### src/rtl/piso_pkg.sv
// Shared types and helpers for the parallel-in serial-out serializer.
// The optional parity bit is enabled with the PISO_PARITY_EN macro.
package piso_pkg;

    typedef enum logic [1:0] {
        IDLE   = 2'd0,
        SHIFT  = 2'd1,
        PARITY = 2'd2
    } state_e;

    localparam int PISO_WIDTH_DEF = 4;

    // Counter must hold values 0..WIDTH, the extra value covering the parity slot
    function automatic int cnt_width(input int w);
        return $clog2(w + 1);
    endfunction

endpackage

### src/rtl/piso_bit_counter.sv
// Frame bit counter: clear on word accept, increment per shifted bit,
// flags when the count equals the supplied terminal count.
module piso_bit_counter #(
    parameter int CW = 3
) (
    input  logic          clk,
    input  logic          rst,
    input  logic          clr_i,
    input  logic          inc_i,
    input  logic [CW-1:0] tc_i,
    output logic [CW-1:0] cnt_o,
    output logic          last_o
);

    logic [CW-1:0] cnt_q;
    logic [CW-1:0] cnt_d;

    // Clear wins over increment so a chained accept restarts the frame at 0
    always_comb begin
        cnt_d = cnt_q;
        if (clr_i)
            cnt_d = '0;
        else if (inc_i)
            cnt_d = cnt_q + 1'b1;
    end

    // Count register
    always_ff @(posedge clk) begin
        if (rst)
            cnt_q <= '0;
        else
            cnt_q <= cnt_d;
    end

    assign cnt_o  = cnt_q;
    assign last_o = (cnt_q == tc_i);

endmodule

### src/rtl/piso_serializer.sv
// Parallel-in serial-out serializer, MSB first, feeding a downstream SIPO.
// Words arrive on a valid/ready handshake; back-to-back frames have no gap.
// Optional feature: define PISO_PARITY_EN to append an even-parity bit.
module piso_serializer
    import piso_pkg::*;
#(
    parameter int WIDTH = PISO_WIDTH_DEF
) (
    input  logic             clk,
    input  logic             rst,
    input  logic [WIDTH-1:0] load_data,
    input  logic             load_valid,
    output logic             load_ready,
    output logic             sout,
    output logic             sout_valid,
    output logic             busy,
    output logic             done
);

    localparam int CW = cnt_width(WIDTH);

`ifdef PISO_PARITY_EN
    // Frame ends on the parity slot, one past the last data bit
    localparam logic [CW-1:0] TC = CW'(WIDTH);
`else
    localparam logic [CW-1:0] TC = CW'(WIDTH - 1);
`endif

    state_e           state_q, state_d;
    logic [WIDTH-1:0] sreg_q, sreg_d;
    logic [CW-1:0]    cnt;
    logic             last;
    logic             frame_last;
    logic             data_last;
    logic             accept;

    // Ready depends only on registered state so no input reaches any output
    assign frame_last = last && (state_q != IDLE);
    assign data_last  = (state_q == SHIFT) && (cnt == CW'(WIDTH - 1));
    assign load_ready = (state_q == IDLE) || frame_last;
    assign accept     = load_valid && load_ready && !rst;

    piso_bit_counter #(
        .CW (CW)
    ) u_cnt (
        .clk    (clk),
        .rst    (rst),
        .clr_i  (accept),
        .inc_i  ((state_q == SHIFT) && !accept),
        .tc_i   (TC),
        .cnt_o  (cnt),
        .last_o (last)
    );

    // Next-state and shift-register update
    always_comb begin
        state_d = state_q;
        sreg_d  = sreg_q;
        if (accept)
            sreg_d = load_data;
        else if (state_q == SHIFT)
            sreg_d = {sreg_q[WIDTH-2:0], 1'b0};
        case (state_q)
            IDLE: begin
                if (accept)
                    state_d = SHIFT;
            end
            SHIFT: begin
                if (data_last) begin
`ifdef PISO_PARITY_EN
                    state_d = PARITY;
`else
                    state_d = accept ? SHIFT : IDLE;
`endif
                end
            end
            PARITY: begin
                state_d = accept ? SHIFT : IDLE;
            end
            default: state_d = IDLE;
        endcase
    end

    // State and shift register
    always_ff @(posedge clk) begin
        if (rst) begin
            state_q <= IDLE;
            sreg_q  <= '0;
        end else begin
            state_q <= state_d;
            sreg_q  <= sreg_d;
        end
    end

`ifdef PISO_PARITY_EN
    logic par_q;

    // Parity of the accepted word, held for the trailing parity slot
    always_ff @(posedge clk) begin
        if (rst)
            par_q <= 1'b0;
        else if (accept)
            par_q <= ^load_data;
    end
`endif

    // Serial output mux, forced low outside a frame
    always_comb begin
        sout = 1'b0;
        case (state_q)
            SHIFT:  sout = sreg_q[WIDTH-1];
`ifdef PISO_PARITY_EN
            PARITY: sout = par_q;
`endif
            default: sout = 1'b0;
        endcase
    end

    assign sout_valid = (state_q != IDLE);
    assign busy       = (state_q != IDLE);
    assign done       = frame_last;

endmodule

### config.mk
export PLATFORM = sky130hd
export DESIGN_NAME = piso_serializer
export DESIGN_NICKNAME = d
export VERILOG_FILES = /design/src/rtl/piso_pkg.sv /design/src/rtl/piso_bit_counter.sv /design/src/rtl/piso_serializer.sv
export SDC_FILE = /design/constraint.sdc
export NUM_CORES = 1
export LEC_CHECK = 0
export CORE_AREA = 2 2 39 41
export DETAILED_ROUTE_END_ITERATION = 16
export DIE_AREA = 0 0 41 43
export GPL_ROUTABILITY_DRIVEN = 0
export MAX_ROUTING_LAYER = met4
export PLACE_DENSITY = 0.58
export SETUP_SLACK_MARGIN = 0.2
export SLEW_MARGIN = 15
export SYNTH_ARGS = -nofsm -noshare
export SYNTH_HDL_FRONTEND = slang
export SYNTH_SLANG_ARGS = --single-unit
### constraint.sdc
create_clock -name clk -period 4.32 [get_ports clk]
set_clock_uncertainty 0.05 [all_clocks]
set_input_delay 0.648 -clock clk [delete_from_list [all_inputs] [get_ports clk]]
set_output_delay 0.648 -clock clk [all_outputs]
set_load 0.02 [all_outputs]
# ---- Word-level counts from Yosys, hierarchy flattened
# Index checks and enable logic that the tools add are counted.
dict set report op_classes {
  magnitude_cmp 0
  div_mod_pow 0
  bitwise_logic 0
  addsub 1
  multipliers 0
  n_mux 7
  reduce_logical 13
  n_eq_ne 5
  n_shift 0
}
# cell n
set op_table {}
lappend op_table {{two-way mux 4 bit} 2}
lappend op_table {{case mux 2 bit (3 select lines)} 1}
lappend op_table {{logical AND 1 bit} 5}
lappend op_table {{two-way mux 2 bit} 2}
lappend op_table {{inequality test 2 bit (second input constant)} 2}
lappend op_table {{nonzero test 2 bit} 2}
lappend op_table {{adder 3 x 1 -> 3 bit (second input constant)} 1}
lappend op_table {{equality test 3 x 2 -> 1 bit (second input constant)} 1}
lappend op_table {{equality test 2 x 1 -> 1 bit (second input constant)} 1}
lappend op_table {{equality test 2 bit (second input constant)} 1}
lappend op_table {{logical NOT 1 bit} 2}
lappend op_table {{logical NOT 2 bit} 1}
lappend op_table {{two-way mux 1 bit} 2}
lappend op_table {{AND reduction 2 bit} 1}
lappend op_table {{OR reduction 2 bit} 1}
lappend op_table {{logical OR 1 bit} 1}
dict set report totals {
  n_memories 0
  latchBits 0
  out_inout_bits 5
  mem_bits_rw 0
  rom_bits 0
  word_cells 29
  reg_bits 9
}

# ---- Logic depth before layout (Yosys ltp)
dict set report logic_depth {
  word_depth 8
  ltp_mapped 6
}

# ---- Modules after synthesis
# Synthesis repeated with hierarchy kept, for this count alone.
dict set report hier_totals {
  cells_unflattened 54
  hier_area_um2 479.2
}
# module n_inst seq_area_each_um2 area_each_um2 cells_each
set modules_own_cells {}
lappend modules_own_cells {piso_serializer 1 100.1 316.6 38}
lappend modules_own_cells {piso_bit_counter 1 60.1 162.7 16}

# ---- Worst setup path before layout
# Ideal clock, no wire load.
dict set report synth_timing {
  path_kind {register to output}
  start {reg u_cnt.cnt_q[0], in the netlist u_cnt.cnt_o[0]}
  end {out load_ready}
  stages_incl_launch_ff 5
  arrival_time_ns 0.971
  path_slack_ns 2.651
  required_time_ns 3.622
  path_cell_list {dfxtp_1 > ha_1 > ha_1 > nor2b_4 > inv_2}
}
dict set report synth_via {
  elab_chain_len 3
}
# item line_no
set synth_rtl {}
lappend synth_rtl {{start: declaration} piso_bit_counter.sv:15} ;# logic [CW-1:0] cnt_q;
lappend synth_rtl {{start signal: assignment} piso_bit_counter.sv:32} ;# cnt_q <= cnt_d;
lappend synth_rtl {{equality test 3 x 2 -> 1 bit} piso_bit_counter.sv:36} ;# assign last_o = (cnt_q == tc_i);
lappend synth_rtl {{logical AND 1 bit} piso_serializer.sv:38} ;# assign frame_last = last && (state_q != IDLE);
lappend synth_rtl {{logical OR 1 bit} piso_serializer.sv:40} ;# assign load_ready = (state_q == IDLE) || frame_last;
lappend synth_rtl {{end: declaration} piso_serializer.sv:13} ;# output logic load_ready,
# Every way passes these cells.

# ---- Final worst setup path
# Same ends and word-level chain as after synthesis.

==> reports/metrics.csv <==
stage;metric;value;unit
min_path;critical hold path startpoint;sreg_q[0];
critical_path;slowest CP cell;clkdlybuf4s50_1;
timing;Slew Limit Fails;0;
timing;measured slew at the worst slew-check pin;454;ps
logic_synthesis;Synth area leaders;dfxtp_1 (36%), a221oi_2 (6.7%), nor2b_4 (6.1%);
logic_synthesis;syn nets;55;
logic_synthesis;Synth Instances;46;
cts;postcts setup bufs;0;
job;Max-Cap Viols;0;
critical_path;worst-path fanout max;5;
critical_path;crit end category;primary output;
critical_path;R2R Setup Slk;2840;ps
floorplanning;chip height;43;microns
finish;fin nets;68;
timing;Final Hold Viols;0;
floorplanning;# rows;14;
critical_path;FF-to-FF Start;u_cnt.cnt_o[0];
detailed_routing;Total Wirelength;839;microns
detailed_routing;DR vias;348;
grt;grt met2 use;0.163;
finish;Final Non-Filler Cells;73;
critical_path;Crit path required time;3620;ps
timing;final worst-path cycle share;0.577;
logic_synthesis;cell taking the most area after synthesis;dfxtp_1;
cts;TritonCTS Buffers;3;
floorplanning;Initial Util;0.325;
floorplanning;Die W;41;microns
detailed_routing;WL/cell;11.5;microns
timing;worst rel slew slack;0.697;
detailed_routing;Via density;4.77;
place;Post-DP HPWL;614;microns
critical_path;crit path DAT;1800;ps
min_path;Tightest Hold Check Type;reg -> reg;
power;Tot Pwr;0.172;mW
timing;# setup viols final;0;
cts;Hold Buf Count CTS;0;
cts;CTS root buf;clkbuf_4;
critical_path;CP Launch Type;flop;
logic_synthesis;Yosys cell types;23;
timing;fin crit period;2490;ps
finish;layout cells sized above 1;0.211;
power;worst vdd ir;119;uV
timing;Peak Freq;401;MHz
logic_synthesis;asr flop ratio synth;0;
place;DP Cell Count;70;
cts;clock latency at the later pin of the worst-skew pair;250;ps
logic_synthesis;number of synthesized flops with an enable pin;0;
cts;worst-case clock buffer depth;2;
cts;PostCTS Resize Cnt;0;
detailed_routing;drt first-iter violations;2;
logic_synthesis;mapped cell area;449;sq um
cts;H-tree depth;1;
timing;final setup TNS;0;ps
finish;ANT cells;0;
critical_path;Worst R2R End;sreg_q[3];
critical_path;worst path buffer plus inverter count;2;
grt;initial antenna violation count;0;
finish;commonest non-fill, non-tap cell in the layout;clkdlybuf4s50_1;
logic_synthesis;Syn. warnings;0;
finish;commonest cells after routing, fill and taps aside;clkdlybuf4s50_1 (11), dfxtp_1 (8), nor2_1 (6);
critical_path;Crit path top cell by count;ha_1;
cts;Clock Sink Count;8;
logic_synthesis;Synth top area share;0.357;
floorplanning;core area;1380;sq um
grt;largest net degree at the start of global routing;14;
timing;RSZ-0062 raised after global routing;false;
detailed_routing;drt drc;0;
detailed_routing;antenna viol nets, final;0;
grt;gr ovfl total;0;
critical_path;CP cell instances;ha_1 -> ha_1 -> nor2b_4 -> inv_2 -> clkdlybuf4s50_1;
logic_synthesis;Mean Syn Cell Area;9.76;sq um
min_path;Worst Hold End;sreg_q[0];
logic_synthesis;Synth Register Bits;8;
floorplanning;die area;1760;sq um
critical_path;R2R depth;6;
grt;vias in the first global route;321;
min_path;WHS Path Cells;2;
critical_path;CP top delay family;buffers and inverters;
cts;CTS clk-pin slew, worst paths;50;ps
power;Static Leak;0.234;nW
critical_path;Worst Setup Path Type;reg -> out;
grt;busiest grt layer;met2;
floorplanning;io pins;12;
detailed_routing;TritonRoute pass-1 iters;3;
power;pwr dens;298;nW/um^2
grt;met3 Use GR;0.0628;
place;IO Port Bufs;11;
status;outcome;finished clean;
grt;first-pass GRT wire length;1390;microns
critical_path;Max stage delay on crit path;540;ps
grt;met1 Use GR;0.140;
logic_synthesis;top_reg_cell synth;dfxtp_1;
finish;Area Overhead vs Synth;28.1;%
grt;GR Util All Layers;0.132;
cts;CTS tree;yes;
logic_synthesis;sequential area share after synthesis;0.357;
## kinds of logic (layout without fill, tap and decap cells)
kind of cell	Yosys count	after routing	synth area share
simple gates	19	19	0.273
compound gates	8	8	0.167
flops	8	8	0.357
buf+inv	7	18	0.0919
fa+ha+maj	2	2	0.0557
mux	2	2	0.0557
## tightest hold or removal path, delay by kind of cell (launching register included)
family          cells  cell delay, ps
compound gates      1              60
buf+inv             1              50
flops               1             300
## layout make-up
type	instances	area, sq um
tap	16	20.0
fill	161	808
sequential	8	160
multi-input combinational	31	248
timing repair buffer	11	110
inverter	4	15.0
clock buffer	3	22.5
## cell usage after synthesis, drive strengths merged (2+ instances only)
library cell	count
nor3	4
a221oi	2
o21ai	2
a22oi	2
nand3	2
nor2	6
dfxtp	8
ha	2
and2	2
nor2b	3
inv	4
buf	3
## state kept, by name, indices dropped and copies added, names as in the netlist
register     count
sreg_q           4
state_q          1
u_cnt.cnt_o      3
## routing by layer
| metal | vias to the layer above | part of all wire | wire length [microns] |
|---|---|---|---|
| met5 | - | 0 | 0 |
| met4 | 0 | 0.023 | 19 |
| met3 | 2 | 0.087 | 73 |
| met2 | 13 | 0.45 | 374 |
| met1 | 153 | 0.44 | 372 |
| li1 | 180 | - | - |
## stage by stage
stage	worst slack [ps]	cell area (sq um)	hold slack [ps]	utilization
6_report	1830	576	417	0.416
5_1_grt	1700	576	454	0.416
4_1_cts	1810	576	425	0.416
3_5_place_dp	2090	553	417	0.400
3_3_place_gp	2120	553	407	0.400
2_1_floorplan	2650	449	389	-
## power breakdown
| group | switching (mW) | internal (mW) |
|---|---|---|
| combinational | 0.0150 | 0.0181 |
| sequential | 0.00446 | 0.0781 |
| clock | 0.0242 | 0.0317 |
| total | 0.0437 | 0.128 |
## worst max path at each step
stage          cells after the start         end      startpoint  slack (ps)
3_3_place_gp                       5  load_ready  u_cnt.cnt_o[0]        2120
2_1_floorplan                      4  load_ready  u_cnt.cnt_o[0]        2650
3_5_place_dp                       5  load_ready  u_cnt.cnt_o[0]        2090
5_1_grt                            5  load_ready  u_cnt.cnt_o[0]        1700
4_1_cts                            5  load_ready  u_cnt.cnt_o[0]        1810
6_report                           5  load_ready  u_cnt.cnt_o[0]        1830
Power figures use the tool's default switching activity.
